$ cat src/rtl/discrete_555_pkg.sv
`default_nettype none
// ============================================================================
// Module   : discrete_555_pkg
// Purpose  : Types and default fixed-point constants shared by the discrete
//            555 timer models.
// Revision : 1.0 - initial release
// ============================================================================
package discrete_555_pkg;

    // Default voltage word format: signed Q(WIDTH-FRAC).FRAC, 1.0 V = 2^FRAC.
    localparam int DEFAULT_WIDTH = 24;
    localparam int DEFAULT_FRAC  = 16;

    typedef enum logic [1:0] {
        IDLE      = 2'd0,
        CHARGE    = 2'd1,
        DISCHARGE = 2'd2
    } state_t;

endpackage
`default_nettype wire

$ cat src/rtl/rc_step.sv
`default_nettype none
// ============================================================================
// Module   : rc_step
// Purpose  : One explicit-Euler step of an RC node toward a target voltage,
//            with a guaranteed minimum step of one LSB and saturation of the
//            result to [0, vmax].
// Revision : 1.0 - initial release
// Ports    : v       in  WIDTH  present node voltage (signed)
//            target  in  WIDTH  voltage the node relaxes toward (signed)
//            k       in  FRAC   step coefficient, unsigned Q0.FRAC
//            vmax    in  WIDTH  upper saturation bound (signed)
//            v_next  out WIDTH  voltage after one step
// ============================================================================
module rc_step
    import discrete_555_pkg::*;
#(
    parameter int WIDTH = DEFAULT_WIDTH,
    parameter int FRAC  = DEFAULT_FRAC
) (
    input  logic [WIDTH-1:0] v,
    input  logic [WIDTH-1:0] target,
    input  logic [FRAC-1:0]  k,
    input  logic [WIDTH-1:0] vmax,
    output logic [WIDTH-1:0] v_next
);

    // Wide enough that delta (WIDTH+1 bits) times k (FRAC bits, unsigned)
    // cannot overflow, and the sum before saturation cannot wrap.
    localparam int MW = WIDTH + FRAC + 2;

    logic signed [MW-1:0] w_v_ext;
    logic signed [MW-1:0] w_target_ext;
    logic signed [MW-1:0] w_vmax_ext;
    logic signed [MW-1:0] w_delta;
    logic signed [MW-1:0] w_product;
    logic signed [MW-1:0] w_step_raw;
    logic signed [MW-1:0] w_step;
    logic signed [MW-1:0] w_sum;

    always_comb begin
        w_v_ext      = MW'($signed(v));
        w_target_ext = MW'($signed(target));
        w_vmax_ext   = MW'($signed(vmax));
        w_delta      = w_target_ext - w_v_ext;
        w_product    = w_delta * $signed({{(MW-FRAC){1'b0}}, k});
        // Arithmetic shift floors toward minus infinity for negative deltas.
        w_step_raw   = w_product >>> FRAC;

        // A nonzero delta always moves the node by at least one LSB, so the
        // rails are reachable and the comparators can never stall.
        if (w_delta == '0) begin
            w_step = '0;
        end else if (w_step_raw == '0) begin
            w_step = w_delta[MW-1] ? '1 : MW'(1);
        end else begin
            w_step = w_step_raw;
        end

        w_sum = w_v_ext + w_step;

        if (w_sum > w_vmax_ext) begin
            v_next = vmax;
        end else if (w_sum[MW-1]) begin
            v_next = '0;
        end else begin
            v_next = w_sum[WIDTH-1:0];
        end
    end

endmodule
`default_nettype wire

$ cat src/rtl/cv_astable_555.sv
`default_nettype none
// ============================================================================
// Module   : cv_astable_555
// Purpose  : Behavioural 555 timer in astable mode with a control-voltage
//            input. The capacitor charges toward vcc until it reaches the
//            upper threshold, then discharges toward 0 until it reaches half
//            of that threshold.
// Revision : 1.0 - initial release
// Ports    : emu_clk        in   1         model timestep clock
//            emu_rst        in   1         asynchronous active-high reset
//            enable         in   1         555 reset pin, high = run
//            vcc            in   WIDTH     supply voltage
//            v_control      in   WIDTH     control-pin voltage
//            v_cap          out  WIDTH     timing-capacitor voltage
//            out_bit        out  1         output level (high while charging)
//            square_wave    out  WIDTH     vcc when out_bit=1, else 0
//            rise_pulse     out  1         strobe on DISCHARGE->CHARGE
//            period_cycles  out  PERIOD_W  cycles between last two rises
// ============================================================================
module cv_astable_555
    import discrete_555_pkg::*;
#(
    parameter int WIDTH       = DEFAULT_WIDTH,
    parameter int FRAC        = DEFAULT_FRAC,
    parameter int K_CHARGE    = 655,
    parameter int K_DISCHARGE = 983,
    parameter int PERIOD_W    = 16
) (
    input  logic                emu_clk,
    input  logic                emu_rst,
    input  logic                enable,
    input  logic [WIDTH-1:0]    vcc,
    input  logic [WIDTH-1:0]    v_control,
    output logic [WIDTH-1:0]    v_cap,
    output logic                out_bit,
    output logic [WIDTH-1:0]    square_wave,
    output logic                rise_pulse,
    output logic [PERIOD_W-1:0] period_cycles
);

    localparam logic [FRAC-1:0] K_CHARGE_Q    = FRAC'(K_CHARGE);
    localparam logic [FRAC-1:0] K_DISCHARGE_Q = FRAC'(K_DISCHARGE);

    state_t                     state_q, state_d;
    logic signed [WIDTH-1:0]    v_cap_q, v_cap_d;
    logic                       out_bit_q, out_bit_d;
    logic [WIDTH-1:0]           square_wave_q, square_wave_d;
    logic                       rise_pulse_q, rise_pulse_d;
    logic [PERIOD_W-1:0]        period_q, period_d;
    logic [PERIOD_W-1:0]        counter_q, counter_d;

    logic signed [WIDTH-1:0]    w_thr;
    logic signed [WIDTH-1:0]    w_trg;
    logic [WIDTH-1:0]           w_target;
    logic [FRAC-1:0]            w_k;
    logic [WIDTH-1:0]           w_v_next;
    logic [PERIOD_W-1:0]        w_cnt_sat;

    // Comparator levels: the control pin sets the upper threshold directly,
    // clamped to the supply; the trigger level is half of it.
    always_comb begin
        if ($signed(v_control) < 0) begin
            w_thr = '0;
        end else if ($signed(v_control) > $signed(vcc)) begin
            w_thr = $signed(vcc);
        end else begin
            w_thr = $signed(v_control);
        end
        w_trg = w_thr >>> 1;
    end

    always_comb begin
        w_target = (state_q == CHARGE) ? vcc : '0;
        w_k      = (state_q == CHARGE) ? K_CHARGE_Q : K_DISCHARGE_Q;
    end

    rc_step #(
        .WIDTH (WIDTH),
        .FRAC  (FRAC)
    ) u_rc_step (
        .v      (v_cap_q),
        .target (w_target),
        .k      (w_k),
        .vmax   (vcc),
        .v_next (w_v_next)
    );

    // Next state; enable low overrides both comparators.
    always_comb begin
        state_d = state_q;
        unique case (state_q)
            IDLE: begin
                if (enable) state_d = CHARGE;
            end
            CHARGE: begin
                if (!enable)             state_d = IDLE;
                else if (v_cap_q >= w_thr) state_d = DISCHARGE;
            end
            DISCHARGE: begin
                if (!enable)             state_d = IDLE;
                else if (v_cap_q <= w_trg) state_d = CHARGE;
            end
            default: state_d = IDLE;
        endcase
    end

    always_comb begin
        w_cnt_sat     = (&counter_q) ? counter_q : counter_q + 1'b1;
        v_cap_d       = $signed(w_v_next);
        out_bit_d     = (state_d == CHARGE);
        square_wave_d = out_bit_d ? vcc : '0;
        rise_pulse_d  = (state_q == DISCHARGE) && (state_d == CHARGE);
        counter_d     = w_cnt_sat;
        period_d      = period_q;

        if (rise_pulse_d) begin
            period_d  = w_cnt_sat;
            counter_d = '0;
        end else if ((state_q == IDLE) && (state_d == CHARGE)) begin
            // Leaving IDLE restarts the measurement without publishing a
            // period, since the interval did not span a full cycle.
            counter_d = '0;
        end
    end

    always_ff @(posedge emu_clk or posedge emu_rst) begin
        if (emu_rst) begin
            state_q       <= IDLE;
            v_cap_q       <= '0;
            out_bit_q     <= 1'b0;
            square_wave_q <= '0;
            rise_pulse_q  <= 1'b0;
            period_q      <= '0;
            counter_q     <= '0;
        end else begin
            state_q       <= state_d;
            v_cap_q       <= v_cap_d;
            out_bit_q     <= out_bit_d;
            square_wave_q <= square_wave_d;
            rise_pulse_q  <= rise_pulse_d;
            period_q      <= period_d;
            counter_q     <= counter_d;
        end
    end

    assign v_cap         = v_cap_q;
    assign out_bit       = out_bit_q;
    assign square_wave   = square_wave_q;
    assign rise_pulse    = rise_pulse_q;
    assign period_cycles = period_q;

endmodule
`default_nettype wire
$ cat config.mk
export PLATFORM = sky130hd
export DESIGN_NAME = cv_astable_555
export DESIGN_NICKNAME = d
export VERILOG_FILES = /design/src/rtl/discrete_555_pkg.sv /design/src/rtl/rc_step.sv /design/src/rtl/cv_astable_555.sv
export SDC_FILE = /design/constraint.sdc
export NUM_CORES = 1
export LEC_CHECK = 0
export CAP_MARGIN = 0
export CELL_PAD_IN_SITES_DETAIL_PLACEMENT = 0
export CELL_PAD_IN_SITES_GLOBAL_PLACEMENT = 1
export CORE_UTILIZATION = 51
export CTS_CLUSTER_SIZE = 10
export DETAILED_ROUTE_END_ITERATION = 6
export GPL_ROUTABILITY_DRIVEN = 0
export PLACE_DENSITY_LB_ADDON = 0.1
export SYNTH_ARGS = -nofsm -noshare
export SYNTH_HDL_FRONTEND = slang
export SYNTH_SLANG_ARGS = --single-unit
$ cat constraint.sdc
create_clock -name emu_clk -period 27.6 [get_ports emu_clk]
set_clock_uncertainty 0.15 [all_clocks]
set_input_delay 4.14 -clock emu_clk [delete_from_list [all_inputs] [get_ports emu_clk]]
set_output_delay 4.14 -clock emu_clk [all_outputs]
set_load 0.01 [all_outputs]
# After elaboration in Yosys (flattened, before gate mapping)
# Cells that the tools add are included.
# Widths: inputs -> output; s select.
# totals
ff_bits	84
wordCells	44
output_inout_bits	66
in_bits	51
# op_classes
order_cmp	5
mux	19
n_mul	1
add_sub_neg	3
reduce_logical	6
n_eq_ne	3
# ops
op	count
$mux 24	6
$mux 42	3
$logic_not 42->1	2
$mux 16	3
$add 24x42->42	1
$gt 42x24->1	1
$mul 42x11->42	1
$sub 24x24->25	1
$ge 24x24->1	1
$gt 24x24->1	1
$le 24x23->1	1
$lt 24x1->1 const B	1
$add 16x1->16 const B	1
$reduce_and 16->1	1
$mux 2	5
$mux 9	1
$pmux 2 s3	1
$eq 2x1->1 const B	2
$eq 2x2->1 const B	1
$logic_and 1x1->1	2
$logic_not 2->1	1

# Longest topological paths before layout
# Gate-level depths: netlist of the first run.
# depth
depth_word	11
depth_mapped	65
ltp_nobuf	58

# Hierarchy
# Synthesis of the first run repeated with hierarchy kept, for this count alone.
# unflattened
hier_cells	2734
hier_area_um2	24014.3
# by_module_without_submodules
module	cells_each	seq_area_each_um2	instances	area_per_inst_um2
rc_step	2191	0.0	1	18677.9
cv_astable_555	543	2102.0	1	5336.4

# Least setup slack after synthesis of the first run
# OpenSTA, ideal clock, no wires.
# synth_path
path_type	input to register
from	input port vcc[0]
to	register v_cap_q[22], in the netlist v_cap[22]
setup_time_ns	0.121
t_required_ns	27.329
slack_ns	10.379
n_path_buf	5
t_arrival_ns	16.950
cell_stages	58
path_cell_list	nand2_1 > ha_1 > fa_1 > nand2b_1 > a2111oi_0 > o21ai_0 > nand3_1 > a2bb2oi_1 > a21oi_1 > nand3_1 > o21ai_0 > inv_1 > nor2_1 > fa_1 > inv_1 > fa_1 > inv_1 > fa_1 > [... 22 more ...] > o21ai_0 > nand3_1 > a31o_2 > o31ai_1 > o21a_1 > clkbuf_1 > nor2_1 > xnor2_1 > ha_1 > nand4_1 > nor2_1 > o31a_1 > o21a_1 > o31ai_1 > a211oi_1 > inv_1 > clkbuf_1 > a41o_1
# synth_via
elab_chain_cells	9
word_cells_on_any_way	12
classes_between	add/sub (2); mul (1); order compare (1); mux (6); reduce/logical (2)
# synth_rtl
element	line	source
start, declared	cv_astable_555.sv:32	input logic [WIDTH-1:0] vcc,
$mux 24	cv_astable_555.sv:73	w_target = (state_q == CHARGE) ? vcc : '0;
$sub 24x24->25	rc_step.sv:44	w_delta = w_target_ext - w_v_ext;
$mul 42x11->42	rc_step.sv:45	w_product = w_delta * $signed({{(MW-FRAC){1'b0}}, k});
$logic_not 42->1	rc_step.sv:53	end else if (w_step_raw == '0) begin
$mux 42	rc_step.sv:53	
$mux 42	rc_step.sv:51	if (w_delta == '0) begin
$add 24x42->42	rc_step.sv:59	w_sum = w_v_ext + w_step;
$gt 42x24->1 / $mux 24 (equally long branches)	rc_step.sv:61, rc_step.sv:63	
$mux 24 (*)	rc_step.sv:61	if (w_sum > w_vmax_ext) begin
net u_rc_step.v_next[22]	rc_step.sv:24	output logic [WIDTH-1:0] v_next
end signal, assigned	cv_astable_555.sv:137	v_cap_q <= v_cap_d;
end, declared	cv_astable_555.sv:45	logic signed [WIDTH-1:0] v_cap_q, v_cap_d;
# The timed path passes the listed nets; every way through them passes the cells marked *.
# A chain may end at the register's enable or synchronous reset.

# Worst setup path in the final report of the first run
# Ends and elaborated chain as after synthesis.

==> flow_metrics.env, run 1 <==
export IMPL_final_hold_viol_count=0
export IMPL_grt_setup_unrepaired="no"
export IMPL_post_placement_worst_setup_slack_ps=7830
export IMPL_die_width_um=182
export IMPL_cts_resized=0
export IMPL_h_tree_depth=3
export IMPL_fill_cells=2960
export IMPL_grt_pass1_wl_um=71700
export IMPL_wl_um=43500
export IMPL_finalCoreUtilization_pct=58.1
export IMPL_synth_seq_cells=84
export IMPL_hold_fix_buffers_cts=0
export IMPL_nets=2535
export IMPL_cp_data_arrival_time_ps=19640
export IMPL_initial_antenna_violation_count=0
export IMPL_path_class="in2reg"
export IMPL_core_area_um2=31700
export IMPL_post_cts_setup_buffer_count=0
export IMPL_relSlewSlack_pct=27.9
export IMPL_worst_slew_pin_slew_ps=1070
export IMPL_cts_tree="yes"
export IMPL_place_port_buffers=116
export IMPL_fmaxAchievable_mhz=51.3
export IMPL_mappedNetlistArea_um2=16600
export IMPL_drt_first_iter_violations=831
export IMPL_cell_mode_on_critical_path="fa_1"
export IMPL_floorplan_die_area_um2=33200
export IMPL_postSynth_asyncResetShare_pct=100
export IMPL_min_delay_path_class="reg2reg"
export IMPL_ios=117
export IMPL_cts_sink_count=84
export IMPL_rr_startpoint="state_q[1]"
export IMPL_core_rowCount=65
export IMPL_fin_tns_setup_ps=0
export IMPL_grt_pass1_vias=13900
export IMPL_cp_slowest_cell="a2111oi_0"
export IMPL_gr_total_overflow=0
export IMPL_area_occupied_by_multi_input_gates_um2=13000
export IMPL_avgRoutedWirePerCell_um=17.6
export IMPL_share_of_the_clock_period_used_by_the_worst_path_pct=70.7
export IMPL_worst_setup_path_end_kind="flip-flop"
export IMPL_flow_area_growth_from_synthesis_pct=11.4
export IMPL_post_synth_top_flop="dfrtp_1"
export IMPL_maximum_count_of_clock_buffers_along_a_single_path=2
export IMPL_dr_pass1_iters=5
export IMPL_critical_path_startpoint_type="input port"
export IMPL_synthXorXnorAreaFrac_pct=4.13
export IMPL_vias=14100
export IMPL_clock_slew_seen_by_the_registers_of_the_worst_setup_and_hold_paths_ps=60
export IMPL_synth_edff_count=0
export IMPL_drive_above_1_share_pct=4.24
export IMPL_critPathLaunch="vcc[0]"
export IMPL_antennaDiodeCount=0
export IMPL_tritoncts_num_buffers=9
export IMPL_postSynthCellCount=1984
export IMPL_drv_cap=0
export IMPL_clk_latency_ps=350
export IMPL_cp_max_fo=28
export IMPL_numPlacedInstances=2461
export IMPL_grt_max_degree=85
export IMPL_initial_core_util_pct=52.2
export IMPL_synth_compound_area_share_pct=17.7
export IMPL_cts_root_buf="clkbuf_16"
export IMPL_worst_ep_required_time_ps=27730
export IMPL_ys_warnings_count=0
export IMPL_estimated_wirelength_of_the_detail_placed_design_um=36500
export IMPL_instances_no_fill=2476
export IMPL_globalRouteTotalUtil_pct=26.8
export IMPL_main_combinational_cell_family_by_area_after_synthesis="adder cells"
export IMPL_timing_final_setup_violations=0
export IMPL_drt_antenna_violating_nets=0
export IMPL_synthSimpleGateAreaFrac_pct=16.4
export IMPL_yosys_cell_types_count=75
export IMPL_post_synth_mux_area_share_pct=2.15
export IMPL_synthAdderAreaFrac_pct=38.0
export IMPL_ys_seq_area_share_pct=12.7
export IMPL_finalMaxSlewViolations=0
export IMPL_reg_area_um2=2100
export IMPL_viasPerCell=5.68
export IMPL_status="finished, final reports clean"
export IMPL_syn_mean_instance_area_um2=8.34
export IMPL_total_nets_after_synthesis=2449
export IMPL_hold_path_startpoint="period_cycles[0]"
export IMPL_final_min_clock_period_ps=19510
export IMPL_fp_dieH_um=182
export IMPL_cpPeakStageDelay_ps=850
export IMPL_post_route_worst_setup_slack_ps=8090
export IMPL_drcViolationCount=0
==> path summary, 6_finish.rpt <==
check	to	depth (start not counted)	slack, ps
setup reg to reg	v_cap[22]	55	11500
max in group asynchronous	v_cap[16]	3	22330
min in group asynchronous	period_cycles[5]	3	4320
hold reg to reg	period_cycles[0]	1	360
hold / removal	period_cycles[0]	1	360
setup / recovery	v_cap[22]	54	8090
==> through the flow <==
step,hold slack [ps],instance area [um2]
3_5_place_dp,345,18100
2_1_floorplan,370,16600
6_report,358,18400
4_1_cts,360,18400
3_3_place_gp,341,18100
5_1_grt,389,18400
==> area by class of cell <==
| type | instances | area share [%] |
|---|---|---|
| inverters | 320 | 6.52 |
| flip-flops and latches | 84 | 11.4 |
| repair buffers | 139 | 7.23 |
| multi-input cells | 1516 | 70.5 |
| well taps | 402 | 2.73 |
| clock inverters | 5 | 0.333 |
| clock buffers | 10 | 1.30 |
==> Yosys cell counts (4+ instances only) <==
| master | count | area, um2 |
|---|---|---|
| and2_1 | 35 | 219 |
| nand2_1 | 94 | 353 |
| dfrtp_1 | 84 | 2100 |
| nand2b_1 | 40 | 250 |
| nor3b_1 | 6 | 45.0 |
| nand3_1 | 42 | 210 |
| a211o_1 | 11 | 96.3 |
| ha_1 | 267 | 3340 |
| xor2_1 | 31 | 272 |
| nor2b_1 | 30 | 188 |
| o2111ai_1 | 4 | 35.0 |
| nand4_1 | 27 | 169 |
| a21o_1 | 73 | 548 |
| mux2i_1 | 30 | 300 |
| mux2_2 | 5 | 56.3 |
| and4_1 | 4 | 35.0 |
| or2_2 | 22 | 138 |
| o211ai_1 | 6 | 45.0 |
| clkbuf_1 | 54 | 203 |
| fa_1 | 147 | 2940 |
| or3_1 | 8 | 50.1 |
| and3_1 | 19 | 119 |
| nor4_1 | 8 | 50.1 |
| o21ai_0 | 74 | 370 |
| a31o_2 | 4 | 35.0 |
| o22ai_1 | 22 | 138 |
| a211oi_1 | 17 | 128 |
| a31oi_1 | 22 | 138 |
| nor2_1 | 145 | 544 |
| o31ai_1 | 6 | 45.0 |
| xnor2_1 | 47 | 412 |
| inv_1 | 320 | 1200 |
| a21oi_1 | 138 | 691 |
| nor3_1 | 38 | 190 |
| o21a_1 | 21 | 158 |
| o21bai_1 | 18 | 135 |
| a221o_1 | 5 | 50.1 |
==> layer usage <==
layer / GRT usage [%] / share of wire, % / wire, um / vias to the layer above
met3: 2.51 / 3.5 / 1540 / 42
met5: 0 / 0 / 0 / -
met1: 38.0 / 48 / 20700 / 6834
met4: 3.83 / 1.2 / 524 / 0
li1: - / - / - / 6939
met2: 45.4 / 48 / 20700 / 253
==> layout by cell type, fill, tap and decap left out, drive strengths merged, types with 23 or more instances in the layout <==
cell and instances:
a21o 73, a21oi 139, and2 35, buf 23, clkdlybuf4s50 116, dfrtp 84, fa 147, ha 267
inv 320, mux2i 30, nand2 95, nand2b 40, nand3 42, nand4 27, nor2 145, nor2b 30
nor3 38, o21ai 77, or2 23, xnor2 47, xor2 31
==> state kept, by name (all words and copies together), names as in the netlist <==
signal,cells
period_cycles,16
out_bit,1
counter_q,16
v_cap,24
state_q,2
square_wave,24
rise_pulse,1
==> logic make-up (layout without fill, tap and decap cells) <==
group | Yosys count | in the layout
muxes | 35 | 35
adders and majority gates | 414 | 414
and+or+nand+nor | 532 | 532
buffers and inverters | 384 | 474
xor gates and xnor gates | 78 | 78
AOI/OAI and AO/OA | 457 | 457
DFF | 84 | 84
==> worst max-delay path, delay by kind of cell <==
kind | cells | cell delay (ps)
adder cells (fa/ha/maj) | 10 | 4290
buffers and inverters | 7 | 2040
AO/OA/AOI/OAI | 17 | 4160
AND/OR/NAND/NOR | 20 | 4970
Power of run 1 is left out: the tool's default activity adds up to more than one toggle a clock period on the data nets, which glitch-free logic cannot reach.
==> run 2, diff against run 1 <==
--- a/config.mk
+++ b/config.mk
@@ -8,7 +8,7 @@
 export CAP_MARGIN = 0
 export CELL_PAD_IN_SITES_DETAIL_PLACEMENT = 0
 export CELL_PAD_IN_SITES_GLOBAL_PLACEMENT = 1
-export CORE_UTILIZATION = 51
+export CORE_UTILIZATION = 43
 export CTS_CLUSTER_SIZE = 10
 export DETAILED_ROUTE_END_ITERATION = 6
 export GPL_ROUTABILITY_DRIVEN = 0
==> constraint.sdc (replaced) <==
create_clock -name emu_clk -period 17.6 [get_ports emu_clk]
set_clock_uncertainty 0.15 [all_clocks]
set_input_delay 2.64 -clock emu_clk [delete_from_list [all_inputs] [get_ports emu_clk]]
set_output_delay 2.64 -clock emu_clk [all_outputs]
set_load 0.01 [all_outputs]
==> run 2 against run 1 <==
Compared with the run above:
- register-to-register slack lost 8700 ps
- utilization shrank 8.5 points
- sequential share of layout area shrank 0.19 points
- die area grew 18%
- wire length grew 3.8%
- clock-buffer cell count is the same
- design area grew 1.7%
- non-clock buffer count grew 15
- flip-flop and latch count is the same
- critical path depth is the same
- worst hold slack gained 4.6 ps
- worst setup slack lost 7000 ps
- critical path type unchanged
==> flow_metrics.env, run 2 (synthesis results as in run 1) <==
export IMPL_relSlewSlack_pct=29.2
export IMPL_grt_pass1_vias=14200
export IMPL_final_common_cell="inv_1"
export IMPL_cp_data_arrival_time_ps=16640
export IMPL_drt_first_iter_violations=692
export IMPL_worst_ep_required_time_ps=17690
export IMPL_hold_fix_buffers_cts=0
export IMPL_cts_sink_count=84
export IMPL_wl_um=45100
export IMPL_fill_cells=3737
export IMPL_drv_cap=0
export IMPL_die_width_um=198
export IMPL_drcViolationCount=0
export IMPL_status="finished, final reports clean"
export IMPL_gr_total_overflow=0
export IMPL_route_met3_wl_um=1650
export IMPL_cp_slowest_cell="clkdlybuf4s50_1"
export IMPL_cp_max_fo=27
export IMPL_initial_core_util_pct=43.8
export IMPL_core_area_um2=37800
export IMPL_flow_area_growth_from_synthesis_pct=13.3
export IMPL_clock_slew_seen_by_the_registers_of_the_worst_setup_and_hold_paths_ps=70
export IMPL_nets=2551
export IMPL_core_rowCount=71
export IMPL_vias=14100
export IMPL_h_tree_depth=3
export IMPL_timing_final_setup_violations=0
export IMPL_place_port_buffers=116
export IMPL_fmaxAchievable_mhz=60.4
export IMPL_finalMaxSlewViolations=0
export IMPL_ios=117
export IMPL_fin_tns_setup_ps=0
export IMPL_dr_pass1_iters=5
export IMPL_fp_dieH_um=198
export IMPL_min_delay_path_class="reg2reg"
export IMPL_post_cts_setup_buffer_count=0
export IMPL_maximum_count_of_clock_buffers_along_a_single_path=2
export IMPL_cpPeakStageDelay_ps=570
export IMPL_routed_top_layer="met4"
export IMPL_final_min_clock_period_ps=16550
export IMPL_share_of_the_clock_period_used_by_the_worst_path_pct=94.0
export IMPL_m1WireLength_um=21400
export IMPL_initial_antenna_violation_count=0
export IMPL_drt_antenna_violating_nets=0
export IMPL_critical_path_startpoint_type="input port"
export IMPL_layout_cells_most_common_list="inv_1, ha_1, fa_1"
export IMPL_cts_tree="yes"
export IMPL_worst_slew_pin_slew_ps=1060
export IMPL_cts_root_buf="clkbuf_16"
export IMPL_final_hold_viol_count=0
export IMPL_viasPerCell=5.40
export IMPL_drive_above_1_share_pct=5.36
export IMPL_clk_latency_ps=350
export IMPL_worst_setup_path_end_kind="flip-flop"
export IMPL_globalRouteTotalUtil_pct=23.7
export IMPL_tritoncts_num_buffers=9
export IMPL_floorplan_die_area_um2=39300
export IMPL_met2_wirelength_um=21300
export IMPL_estimated_wirelength_of_the_detail_placed_design_um=38400
export IMPL_grt_max_degree=85
export IMPL_numPlacedInstances=2585
export IMPL_path_class="in2reg"
export IMPL_grt_pass1_wl_um=74000
export IMPL_cts_resized=0
export IMPL_instances_no_fill=2602
export IMPL_antennaDiodeCount=0
export IMPL_avgRoutedWirePerCell_um=17.3
==> run 2: layout make-up <==
cell class / count / area (um2) / area share, %
clock buffers: 10 / 229 / 1.22
clock inverters: 6 / 71.3 / 0.380
inverters: 320 / 1210 / 6.43
multi-input cells: 1516 / 13000 / 69.6
flip-flops and latches: 84 / 2100 / 11.2
well taps: 511 / 639 / 3.41
repair buffers: 154 / 1450 / 7.72
repair inverters: 1 / 7.51 / 0.0400
==> run 2: worst paths after layout <==
kind / start / to / slack, ps / cells after the start
worst max register to register: state_q[1] / v_cap[20] / 2840 / 54
worst min register to register: period_cycles[0] / period_cycles[0] / 360 / 1
worst max-delay path: vcc[2] / v_cap[20] / 1050 / 54
worst min-delay path: period_cycles[0] / period_cycles[0] / 360 / 1
min in group asynchronous: emu_rst / square_wave[3] / 2800 / 3
max in group asynchronous: emu_rst / v_cap[15] / 13820 / 3
==> run 2: worst max-delay path: cells and delay by family <==
kind | cells | cell delay (ps)
adder cells (fa/ha/maj) | 9 | 3640
buffers and inverters | 8 | 1400
AO/OA/AOI/OAI | 22 | 4950
AND/OR/NAND/NOR | 13 | 3530
multiplexers | 1 | 320
XOR/XNOR | 1 | 130
==> run 2: layer usage <==
metal / GRT usage [%] / vias up
li1: - / 6969
met1: 32.8 / 6788
met2: 40.0 / 254
met5: 0 / -
met3: 2.88 / 46
met4: 4.19 / 0
==> run 2: metrics by stage <==
stage / hold WS (ps) / worst slack, ps / instance area (um2) / util [%]
after detailed placement: 354 / -92.3 / 18400 / 48.7
after global routing: 372 / -17.6 / 18700 / 49.7
after floorplan: 370 / 1880 / 16600 / -
final: 362 / 1050 / 18700 / 49.7
after CTS: 369 / 202 / 18700 / 49.5
after global placement: 341 / 109 / 18400 / 48.7
Power of run 2 is left out for the same reason.
==> run 3, diff against run 2 <==
--- a/config.mk
+++ b/config.mk
@@ -12,7 +12,7 @@
 export CTS_CLUSTER_SIZE = 10
 export DETAILED_ROUTE_END_ITERATION = 6
 export GPL_ROUTABILITY_DRIVEN = 0
-export PLACE_DENSITY_LB_ADDON = 0.1
+export PLACE_DENSITY = 0.78
 export SYNTH_ARGS = -nofsm -noshare
 export SYNTH_HDL_FRONTEND = slang
 export SYNTH_SLANG_ARGS = --single-unit
==> run 3 against run 2 <==
Compared with the run above:
- global-route usage down 0.28 points
- flip-flop and latch count unchanged
- cell count shrank 0.15%
- die area is the same
- non-clock buffer count decreased by 3
- clock-buffer cell count is the same
- wire length down 2.3%
- maximum frequency fell by 0.49%
- worst setup slack got worse by 81 ps
- sequential share of layout area barely moved
- critical path depth up 2
- utilization decreased by 0.11 points
- largest cell class unchanged
- highest routed layer unchanged
==> flow_metrics.env, run 3 (synthesis results as in run 1) <==
export IMPL_grt_setup_unrepaired="no"
export IMPL_clock_slew_seen_by_the_registers_of_the_worst_setup_and_hold_paths_ps=60
export IMPL_flow_area_growth_from_synthesis_pct=13.0
export IMPL_maximum_count_of_clock_buffers_along_a_single_path=2
export IMPL_finalMaxSlewViolations=0
export IMPL_die_width_um=198
export IMPL_core_rowCount=71
export IMPL_wl_um=44100
export IMPL_cts_tree="yes"
export IMPL_estimated_wirelength_of_the_detail_placed_design_um=37900
export IMPL_layout_cells_most_common_list="inv_1, ha_1, fa_1"
export IMPL_grt_pass1_vias=14300
export IMPL_min_delay_path_class="reg2reg"
export IMPL_cpPeakStageDelay_ps=570
export IMPL_nets=2547
export IMPL_drt_first_iter_violations=757
export IMPL_fin_tns_setup_ps=0
export IMPL_clk_latency_ps=340
export IMPL_drt_antenna_violating_nets=0
export IMPL_worst_setup_path_end_kind="flip-flop"
export IMPL_cts_resized=0
export IMPL_gr_total_overflow=0
export IMPL_drive_above_1_share_pct=5.03
export IMPL_min_delay_worst_endpoint="period_cycles[0]"
export IMPL_cp_slowest_cell="clkdlybuf4s50_1"
export IMPL_hold_fix_buffers_cts=0
export IMPL_floorplan_die_area_um2=39300
export IMPL_critPathLaunch="vcc[2]"
export IMPL_initial_core_util_pct=43.8
export IMPL_critical_path_startpoint_type="input port"
export IMPL_vias=14000
export IMPL_ios=117
export IMPL_worst_r2r_cell_count=56
export IMPL_grt_pass1_wl_um=73600
export IMPL_final_min_clock_period_ps=16630
export IMPL_worst_ep_required_time_ps=17710
export IMPL_share_of_the_clock_period_used_by_the_worst_path_pct=94.5
export IMPL_drcViolationCount=0
export IMPL_post_cts_setup_buffer_count=0
export IMPL_fp_dieH_um=198
export IMPL_globalRouteTotalUtil_pct=23.5
export IMPL_antennaDiodeCount=0
export IMPL_h_tree_depth=3
export IMPL_worst_slew_pin_slew_ps=1070
export IMPL_final_common_cell="inv_1"
export IMPL_rr_startpoint="state_q[1]"
export IMPL_place_port_buffers=116
export IMPL_tritoncts_num_buffers=9
export IMPL_ff_to_ff_end="v_cap[3]"
export IMPL_cp_max_fo=23
export IMPL_final_hold_viol_count=0
export IMPL_viasPerCell=5.40
export IMPL_worst_hold_path_num_cells=1
export IMPL_path_class="in2reg"
export IMPL_post_placement_worst_setup_slack_ps=52.3
export IMPL_post_route_worst_setup_slack_ps=970
export IMPL_drv_cap=0
export IMPL_core_area_um2=37800
export IMPL_fmaxAchievable_mhz=60.1
export IMPL_relSlewSlack_pct=28.3
export IMPL_status="finished, final reports clean"
export IMPL_cp_data_arrival_time_ps=16740
export IMPL_dr_pass1_iters=5
export IMPL_cts_sink_count=84
export IMPL_grt_max_degree=85
export IMPL_initial_antenna_violation_count=0
export IMPL_avgRoutedWirePerCell_um=17.0
export IMPL_timing_final_setup_violations=0
export IMPL_r2r_slack_ps=2260
export IMPL_cts_root_buf="clkbuf_16"
export IMPL_hold_path_startpoint="period_cycles[0]"
## run 3: cell count changes in the layout (fill, tap and decap cells not counted), sizes merged
cell      change
clkinvlp      -2
inv           +1
buf           -3
## run 3: area by class of cell
cell class / instances / area [um2]
Clock buffer: 10 / 229
Clock inverter: 6 / 71.3
Fill cell: 3635 / 19000
Inverter: 320 / 1200
Multi-Input combinational cell: 1516 / 13000
Sequential cell: 84 / 2100
Tap cell: 511 / 639
Timing Repair Buffer: 151 / 1420
## run 3: worst max-delay path by stage
stage                     end
floorplan           v_cap[22]
global placement     v_cap[3]
detailed placement   v_cap[7]
CTS                  v_cap[7]
global route        v_cap[13]
finish               v_cap[3]
## run 3: worst max-delay path, delay by kind of cell
kind | cells | cell delay [ps]
compound gates | 23 | 5230
fa+ha+maj | 10 | 3690
simple gates | 13 | 2980
buf+inv | 8 | 1550
xor+xnor | 1 | 330
mux | 1 | 300
## run 3: routing by layer
| layer | vias to the layer above | GRT usage (%) | part of all wire [%] | routed length (um) |
|---|---|---|---|---|
| met5 | - | 0 | 0 | 0 |
| met3 | 52 | 2.42 | 2.9 | 1290 |
| met4 | 0 | 4.59 | 1.7 | 743 |
| li1 | 6964 | - | - | - |
| met1 | 6760 | 32.0 | 47 | 20500 |
| met2 | 252 | 40.1 | 49 | 21500 |
## run 3: metrics by stage
stage | hold WS, ps | cells | cell area [um2] | util [%]
finish | 357 | 2598 | 18700 | 49.5
floorplan | 370 | 1984 | 16600 | -
CTS | 364 | 2598 | 18700 | 49.4
global route | 385 | 2598 | 18700 | 49.5
detailed placement | 349 | 2582 | 18400 | 48.6
global placement | 341 | 2582 | 18400 | 48.6
Power of run 3 is left out for the same reason.
